`src/rtl/prog_mem_if.sv`:
```
// prog_mem_if: fetch and byte-serial load bus between loader/core and program memory
interface prog_mem_if #(
  parameter int ADDR_W  = 8,
  parameter int INSTR_W = 16
);
  logic [ADDR_W-1:0]  pc;
  logic               fetch_req;
  logic [INSTR_W-1:0] instr;
  logic               instr_valid;
  logic               load_start;
  logic               load_valid;
  logic [7:0]         load_byte;
  logic               load_end;
  logic               busy;
  logic               load_err;
  logic [ADDR_W:0]    loaded_words;
  modport master (
    output pc, fetch_req, load_start, load_valid, load_byte, load_end,
    input  instr, instr_valid, busy, load_err, loaded_words
  );
  modport slave (
    input  pc, fetch_req, load_start, load_valid, load_byte, load_end,
    output instr, instr_valid, busy, load_err, loaded_words
  );
endinterface

```
`src/rtl/prog_mem.sv`:
```
// prog_mem: synchronous program memory with byte-serial LOAD/RUN loader and registered fetch
module prog_mem #(
  parameter int ADDR_W  = 8,
  parameter int INSTR_W = 16
) (
  input logic         clk,
  input logic         rst,
  prog_mem_if.slave   bus
);
  localparam int BYTES = INSTR_W / 8;
  localparam int DEPTH = 2 ** ADDR_W;
  localparam int CW    = $clog2(BYTES + 1);
  localparam logic [CW-1:0] BYTES_C = CW'(BYTES);
  typedef enum logic {RUN, LOAD} state_t;
  state_t             state, state_n;
  logic [INSTR_W-1:0] mem [DEPTH];
  logic [INSTR_W-1:0] asm_r, asm_a, wdata;
  logic [CW-1:0]      cnt, cnt_a;
  logic [ADDR_W:0]    lw;
  logic               err, full, acc, wr_full, ending, pad_pend, we;
  assign full     = lw[ADDR_W];
  assign bus.busy = (state == LOAD);
  assign bus.load_err     = err;
  assign bus.loaded_words = lw;
  // byte acceptance, word completion and end-of-load padding; the byte of this cycle is merged before termination
  always_comb begin
    acc      = (state == LOAD) && bus.load_valid && !full;
    cnt_a    = acc ? cnt + CW'(1) : cnt;
    asm_a    = acc ? INSTR_W'({asm_r, bus.load_byte}) : asm_r;
    wr_full  = acc && (cnt_a == BYTES_C);
    ending   = (state == LOAD) && bus.load_end && !bus.load_start;
    pad_pend = ending && !wr_full && (cnt_a != '0);
    we       = wr_full || (pad_pend && !full);
    wdata    = asm_a << (8 * (BYTES - int'(cnt_a)));
  end
  // LOAD/RUN next state; load_start wins over load_end
  always_comb begin
    state_n = state;
    state_n = bus.load_start ? LOAD : ending ? RUN : state;
  end
  // state register
  always_ff @(posedge clk or posedge rst)
    if (rst) state <= RUN;
    else state <= state_n;
  // loader counters, assembly register and sticky overflow flag
  always_ff @(posedge clk or posedge rst)
    if (rst) begin
      cnt   <= '0;
      asm_r <= '0;
      lw    <= '0;
      err   <= 1'b0;
    end else if (bus.load_start) begin
      cnt   <= '0;
      asm_r <= '0;
      lw    <= '0;
      err   <= 1'b0;
    end else if (state == LOAD) begin
      cnt   <= (we || ending) ? '0 : cnt_a;
      asm_r <= asm_a;
      lw    <= lw + (ADDR_W+1)'(we);
      err   <= err || (bus.load_valid && full) || (pad_pend && full);
    end
  // memory array write port; contents deliberately survive reset
  always_ff @(posedge clk)
    if (we) mem[lw[ADDR_W-1:0]] <= wdata;
  // registered fetch, only in RUN and not on the cycle a load begins
  always_ff @(posedge clk or posedge rst)
    if (rst) begin
      bus.instr       <= '0;
      bus.instr_valid <= 1'b0;
    end else begin
      bus.instr_valid <= (state == RUN) && bus.fetch_req && !bus.load_start;
      if ((state == RUN) && bus.fetch_req && !bus.load_start) bus.instr <= mem[bus.pc];
    end
endmodule

```
`src/flat_wrapper.sv`:
```
// flat-port wrapper written by rule: the top's interface ports become plain ports
module prog_mem_flat 
#(
  parameter int ADDR_W  = 8,
  parameter int INSTR_W = 16
)
  (clk, rst, bus_pc, bus_fetch_req, bus_load_start, bus_load_valid, bus_load_byte, bus_load_end, bus_instr, bus_instr_valid, bus_busy, bus_load_err, bus_loaded_words);
  prog_mem_if #(.ADDR_W(ADDR_W), .INSTR_W(INSTR_W)) bus_i ();
  input logic clk;
  input logic rst;
  input wire logic [$bits(bus_i.pc)-1:0] bus_pc;
  input wire logic [$bits(bus_i.fetch_req)-1:0] bus_fetch_req;
  input wire logic [$bits(bus_i.load_start)-1:0] bus_load_start;
  input wire logic [$bits(bus_i.load_valid)-1:0] bus_load_valid;
  input wire logic [$bits(bus_i.load_byte)-1:0] bus_load_byte;
  input wire logic [$bits(bus_i.load_end)-1:0] bus_load_end;
  output wire logic [$bits(bus_i.instr)-1:0] bus_instr;
  output wire logic [$bits(bus_i.instr_valid)-1:0] bus_instr_valid;
  output wire logic [$bits(bus_i.busy)-1:0] bus_busy;
  output wire logic [$bits(bus_i.load_err)-1:0] bus_load_err;
  output wire logic [$bits(bus_i.loaded_words)-1:0] bus_loaded_words;
  assign bus_i.pc = bus_pc;
  assign bus_i.fetch_req = bus_fetch_req;
  assign bus_i.load_start = bus_load_start;
  assign bus_i.load_valid = bus_load_valid;
  assign bus_i.load_byte = bus_load_byte;
  assign bus_i.load_end = bus_load_end;
  assign bus_instr = bus_i.instr;
  assign bus_instr_valid = bus_i.instr_valid;
  assign bus_busy = bus_i.busy;
  assign bus_load_err = bus_i.load_err;
  assign bus_loaded_words = bus_i.loaded_words;
  prog_mem #(.ADDR_W(ADDR_W), .INSTR_W(INSTR_W)) u_core (.clk(clk), .rst(rst), .bus(bus_i));
endmodule
```
`config.mk`:
```
export PLATFORM = sky130hd
export DESIGN_NAME = prog_mem_flat
export DESIGN_NICKNAME = d
export VERILOG_FILES = /design/src/rtl/prog_mem_if.sv /design/src/rtl/prog_mem.sv /design/src/flat_wrapper.sv
export SDC_FILE = /design/constraint.sdc
export NUM_CORES = 2
export LEC_CHECK = 0
export CORE_ASPECT_RATIO = 0.8
export CORE_MARGIN = 3
export CORE_UTILIZATION = 25
export DETAILED_ROUTE_END_ITERATION = 8
export DONT_BUFFER_PORTS = 1
export MAX_ROUTING_LAYER = met4
export PLACE_DENSITY = 0.4
export SLEW_MARGIN = 0
export SYNTH_ARGS = -nofsm -noshare
export SYNTH_HDL_FRONTEND = slang
export SYNTH_SLANG_ARGS = --single-unit
```
`constraint.sdc`:
```
create_clock -name clk -period 13.9 [get_ports clk]
set_input_delay 2.78 -clock clk [delete_from_list [all_inputs] [get_ports clk]]
set_output_delay 2.78 -clock clk [all_outputs]
set_load 0.02 [all_outputs]
```
Word level (Yosys, flattened, before mapping):

Memory sizes are Yosys's and may differ from the RTL's. A register that Yosys moved wholly into a read port is not among the register bits.
Cells that the tools add are included.

* equality and inequality tests: 1
* multiplexer cells: 15
* add/subtract/negate cells: 3
* shift operators: 1
* $mul: 0
* reductions and logical operators: 22
* bitwise logic cells: 1
* $lt $le $gt $ge: 0
* divide/modulo/power cells: 0

Operator list (number)
* two-way mux 16 bit: 3
* << shifter 16 x 32 -> 16 bit: 1
* two-way mux 9 bit: 2
* logical AND 1 bit: 12
* adder 9 x 1 -> 9 bit: 1
* two-way mux 2 bit: 4
* two-way mux 1 bit: 6
* nonzero test 2 bit: 3
* logical OR 1 bit: 4
* logical NOT 1 bit: 3
* subtractor 2 x 2 -> 3 bit (first input constant): 1
* adder 2 x 1 -> 2 bit (second input constant): 1
* == test 2 bit (second input constant): 1
* inverter 1 bit: 1

* bits in latches: 0
* bits of input ports: 22
* memory bits (read-only): 0
* output and inout bits: 28
* memories kept: 1
* register bits: 30
* word-level logic and storage cells: 50
* bits in writable memories: 4096

Memory list
* u_core.mem: depth 256, width 16, read ports 1, clocked after Yosys merged registers in 1, wr ports 1, RTL line prog_mem.sv:16 `logic [INSTR_W-1:0] mem [DEPTH];`

Logic depth before layout (Yosys ltp):

* depth in word-level cells: 14
* depth in mapped cells: 15
* gate-level depth less buffers: 13

Worst setup path after synthesis:

OpenSTA, ideal clock, no wires.

* path type: input -> register
* from: input port bus_load_valid
* to: memory u_core.mem[0][0] (data pin)
* cell stages on the path: 7
* library setup time: 1.573 ns
* path slack: 1.335 ns
* data arrival time: 10.992 ns
* required time: 12.327 ns
* path buffers: 3
* path through: and3b_1 > clkbuf_1 > buf_1 > xnor2_1 > ha_1 > clkbuf_1 > a21oi_1

* word-level cells in the longest chain between the ends: 5
* elaborated cells on any way between the ends: 6
* those cells by class: add/sub (1); shift (1); mux (2); reduce/logical (2)

RTL lines
* from (decl): RTL line flat_wrapper.sv:14 `input wire logic [$bits(bus_i.load_valid)-1:0] bus_load_valid;`
* logical AND 1 bit (*) (2 in series): RTL line prog_mem.sv:27 `acc = (state == LOAD) && bus.load_valid && !full;`
* two-way mux 2 bit: RTL line prog_mem.sv:28 `cnt_a = acc ? cnt + CW'(1) : cnt;`
* subtractor 2 x 2 -> 3 bit: RTL line prog_mem.sv:34 `wdata = asm_a << (8 * (BYTES - int'(cnt_a)));`
* << shifter 16 x 32 -> 16 bit (*): RTL line prog_mem.sv:34
* named net u_core.wdata[0]: RTL line prog_mem.sv:17 `logic [INSTR_W-1:0] asm_r, asm_a, wdata;`
* to (decl): RTL line prog_mem.sv:16

The timed path passes the listed nets; every way through them passes the cells marked *.

Worst setup path after layout:

* from: input port bus_load_valid
* to: memory u_core.mem[234][9] (data pin)

Same word-level chain as after synthesis.

==> results.md <==
* Outcome: finished, violations left
* Failing checks: max-capacitance violations, max-slew violations
* Comb pwr share at 0.040
* CP Launch Type: input pin
* Clock-pin slew on the worst setup and hold paths at roughly 0.060 ns
* CP endpoint kind: flip-flop
* Clock power share at 0.439
* DIE HEIGHT at about 720 um
* Yosys reg bits at between 4000 and 5000
* Share of the synthesized area in the top cell type at 0.7632
* DRT iter0 DRCs at around 9400
* Layout Nets at around 8100
* CTS Sinks at slightly above 4000
* MaxCap Viol Count at 1
* Lkg Pwr at approximately 0.057 uW
* Port bufs at 0
* Share of cells above drive strength 1 at 0.2228
* Post-synthesis sequential area ratio at 0.7703
* Tmin final at ~7.3 ns
* Clk Latency, worst-skew pair at 1.04 ns
* Final Cycle Share at 0.5280
* Min-Delay Path Class: reg -> reg
* Via density at 4.757
* Switching Share at 0.2185
* Xor/xnor share of the synthesized area at 0.0003804
* RSZ-0062 raised after global routing: no
* Clock Path Buffers at 4
* Die area at about 0.65 mm2
* Slew margin rel. at -0.06185
* Slew @ Worst Pin at ~1.6 ns
* Synth Area in Adders at 0.0003882
* Fin. Hold Viols at 0
* First-pass GRT wire length at around 700000 um
* Critical path data required time at ~15 ns
* Routed vias at 80750
* Final setup viols at 0
* Synth area leaders: edfxtp_1 (76%), mux4_2 (9.2%), mux2i_1 (3.9%), mux4_1 (1.4%), nor2_1 (0.75%)
* Avg Cell Area, Syn at 20.84 um2
* Root Buffer: clkbuf_16
* Cell taking the most area after synthesis: edfxtp_1
* Complex-gate fraction of the synthesized area at 0.03816
* Antenna violations before repair at between 60 and 70
* Ys flop type: edfxtp_1
* Net count after synthesis at between 7000 and 8000
* Peak supply drop at roughly 0.00010 V
* I/O Pins at 50
* Placed wire-length estimate at 305200 um
* ANT nets after route at 0
* Post-synthesis cell type count at between 80 and 90
* Core ar. at ~0.64 mm2
* Reg power frac at 0.522
* Fmax at ~140 MHz
* Post-synthesis mux area share at 0.1460
* Hold-fix buffers, CTS at 0
* Critical path arrival at 8.04 ns
* Row Count at between 200 and 300
* Grt total ovfl at 0
* Final core occ at 0.2905
* Fin. max-slew vios at 51
* Pin count of the biggest net entering global routing at around 250
* CTS H-tree lvls at 5
* Count leader, synth: edfxtp_1
* Commonest cells post-synth: edfxtp_1 (4096), mux4_2 (661), mux2i_1 (634)
* Setup WS pre-CTS at ~5 ns
* Main combinational cell family by area after synthesis: multiplexers
* Sw Pwr at roughly 5800 uW
* WL/cell at around 30 um
* Total Wirelength at 516800 um
* P&R area growth vs syn at 15.68%
* # resized after CTS at 0
* Total CTS buffers at between 400 and 500
* Post-CTS Setup Bufs at 0
* CP max FO at 77
* DR DRC count at 0
* PD cells at approximately 140 mW/mm2
* Synthesized instance count at slightly below 8000
* Critical path class: in -> reg
* CTS tree: yes
* Pint at 20650 uW
* Initial core utilization at 0.2512
* Yosys warns at 0
* Gr usage total at 0.1575
* Die Wd at around 900 um
* GPL Wtd Cong at between 0.7 and 0.8
* Simple-Gate Fraction of Synth Area at 0.02185
* Worst Slack Setup Final at 6.561 ns
* Setup Skew at between 0.06 and 0.07 ns
* FFs w/ async S/R, synth at 0.01111
* Vias in the first global route at 81060
* Setup TNS Final at 0 ns
* Number of flops mapped to enable cells by yosys at slightly above 4000
* Post-synthesis cell area at approximately 0.16 mm2
* Pre-antenna DRT Iters at 6
==> cell type report <==
cell class / count / area, um2
well taps: 8480 / 10610
clock inverters: 266 / 2352
flip-flops and latches: 4142 / 124100
inverters: 10 / 47.55
multi-input cells: 3107 / 34100
clock buffers: 553 / 11760
fillers: 62670 / 455300
diodes: 23 / 57.56
repair buffers: 395 / 3353
==> sequential cells by signal, indices dropped and copies added, names as in the netlist <==
signal and flops:
u_core.asm_r 16, u_core.bus.busy 1, u_core.bus.instr 16, u_core.bus.instr_valid 1, u_core.bus.load_err 1, u_core.bus.loaded_words 9
u_core.cnt 2, u_core.mem 4096
==> worst max-delay path, stage by stage <==
cell and delay [ns]:
and3b_1 0.79, nand2_1 0.16, xnor2_1 0.37, ha_1 0.58, or2_2 0.63, nor2_4 0.98
buf_4 0.82, buf_4 0.71
==> kinds of logic (layout without fill, tap and decap cells) <==
kind of cell    Yosys count  in the layout
compound gates          897            897
flops                  4142           4142
simple gates            810            810
other cells               0             23
buf+inv                 484           1224
xor+xnor                  7              7
mux                    1388           1388
fa+ha+maj                 5              5
==> path summary, 6_finish.rpt <==
path	startpoint	endpoint	slack, ns	depth (start not counted)
max	bus_load_valid	u_core.mem[234][9]	6.56	8
max reg2reg	u_core.bus.loaded_words[8]	u_core.mem[234][9]	7.56	8
min	u_core.asm_r[8]	u_core.asm_r[8]	0.53	2
max in group asynchronous	rst	u_core.bus.instr_valid	11.43	2
min reg2reg	u_core.asm_r[8]	u_core.asm_r[8]	0.53	2
min in group asynchronous	rst	u_core.bus.busy	1.85	2
==> layer usage <==
layer	up-vias	routed length, um	global-route usage
li1	33200	-	-
met1	44270	244300	0.2301
met2	2727	228400	0.2316
met3	551	33380	0.02629
met4	0	10760	0.03236
met5	-	0	-
==> cells in the final DEF (no fill, tap or decap), drive strengths merged, types with 6 or more instances in the layout <==
cell type and n:
a21oi 190, a2111oi 48, diode 23, or3 12, o221a 10, mux4 744
mux2i 634, o221ai 129, a221oi 26, nor2b 15, clkinvlp 7, nand4 30
or4 6, a221o 7, clkinv 209, buf 395, mux2 10, a31oi 28
nor3 33, o21ai 105, a22o 16, a211oi 46, o211ai 8, a22oi 50
clkbuf 553, a211o 14, nor2 324, dfrtp 46, nand2 271, nand3 68
inv 25, o22ai 191, bufinv 35, nor4 13, edfxtp 4096
==> power groups by stage <==
stage               Clock (uW)  Combinational (uW)  Sequential (uW)
finish                   11600                1040            13800
global route             12400                1100            13800
CTS                      11900                1060            13800
detailed placement           0                1060            14000
global placement             0                1040            14000
floorplan                    0                 653            14100
==> per-stage QoR <==
stage	power, uW	std cells	hold WS [ns]	instance area, um2
after CTS	26730	16950	0.5252	186300
after global placement	15090	16130	0.5067	172200
after global routing	27270	16960	0.5434	186400
after floorplan	14710	7733	0.4983	161200
final	26420	16980	0.5261	186400
after detailed placement	15110	16130	0.5135	172200
No activity file was read; power rests on OpenSTA's default activity.
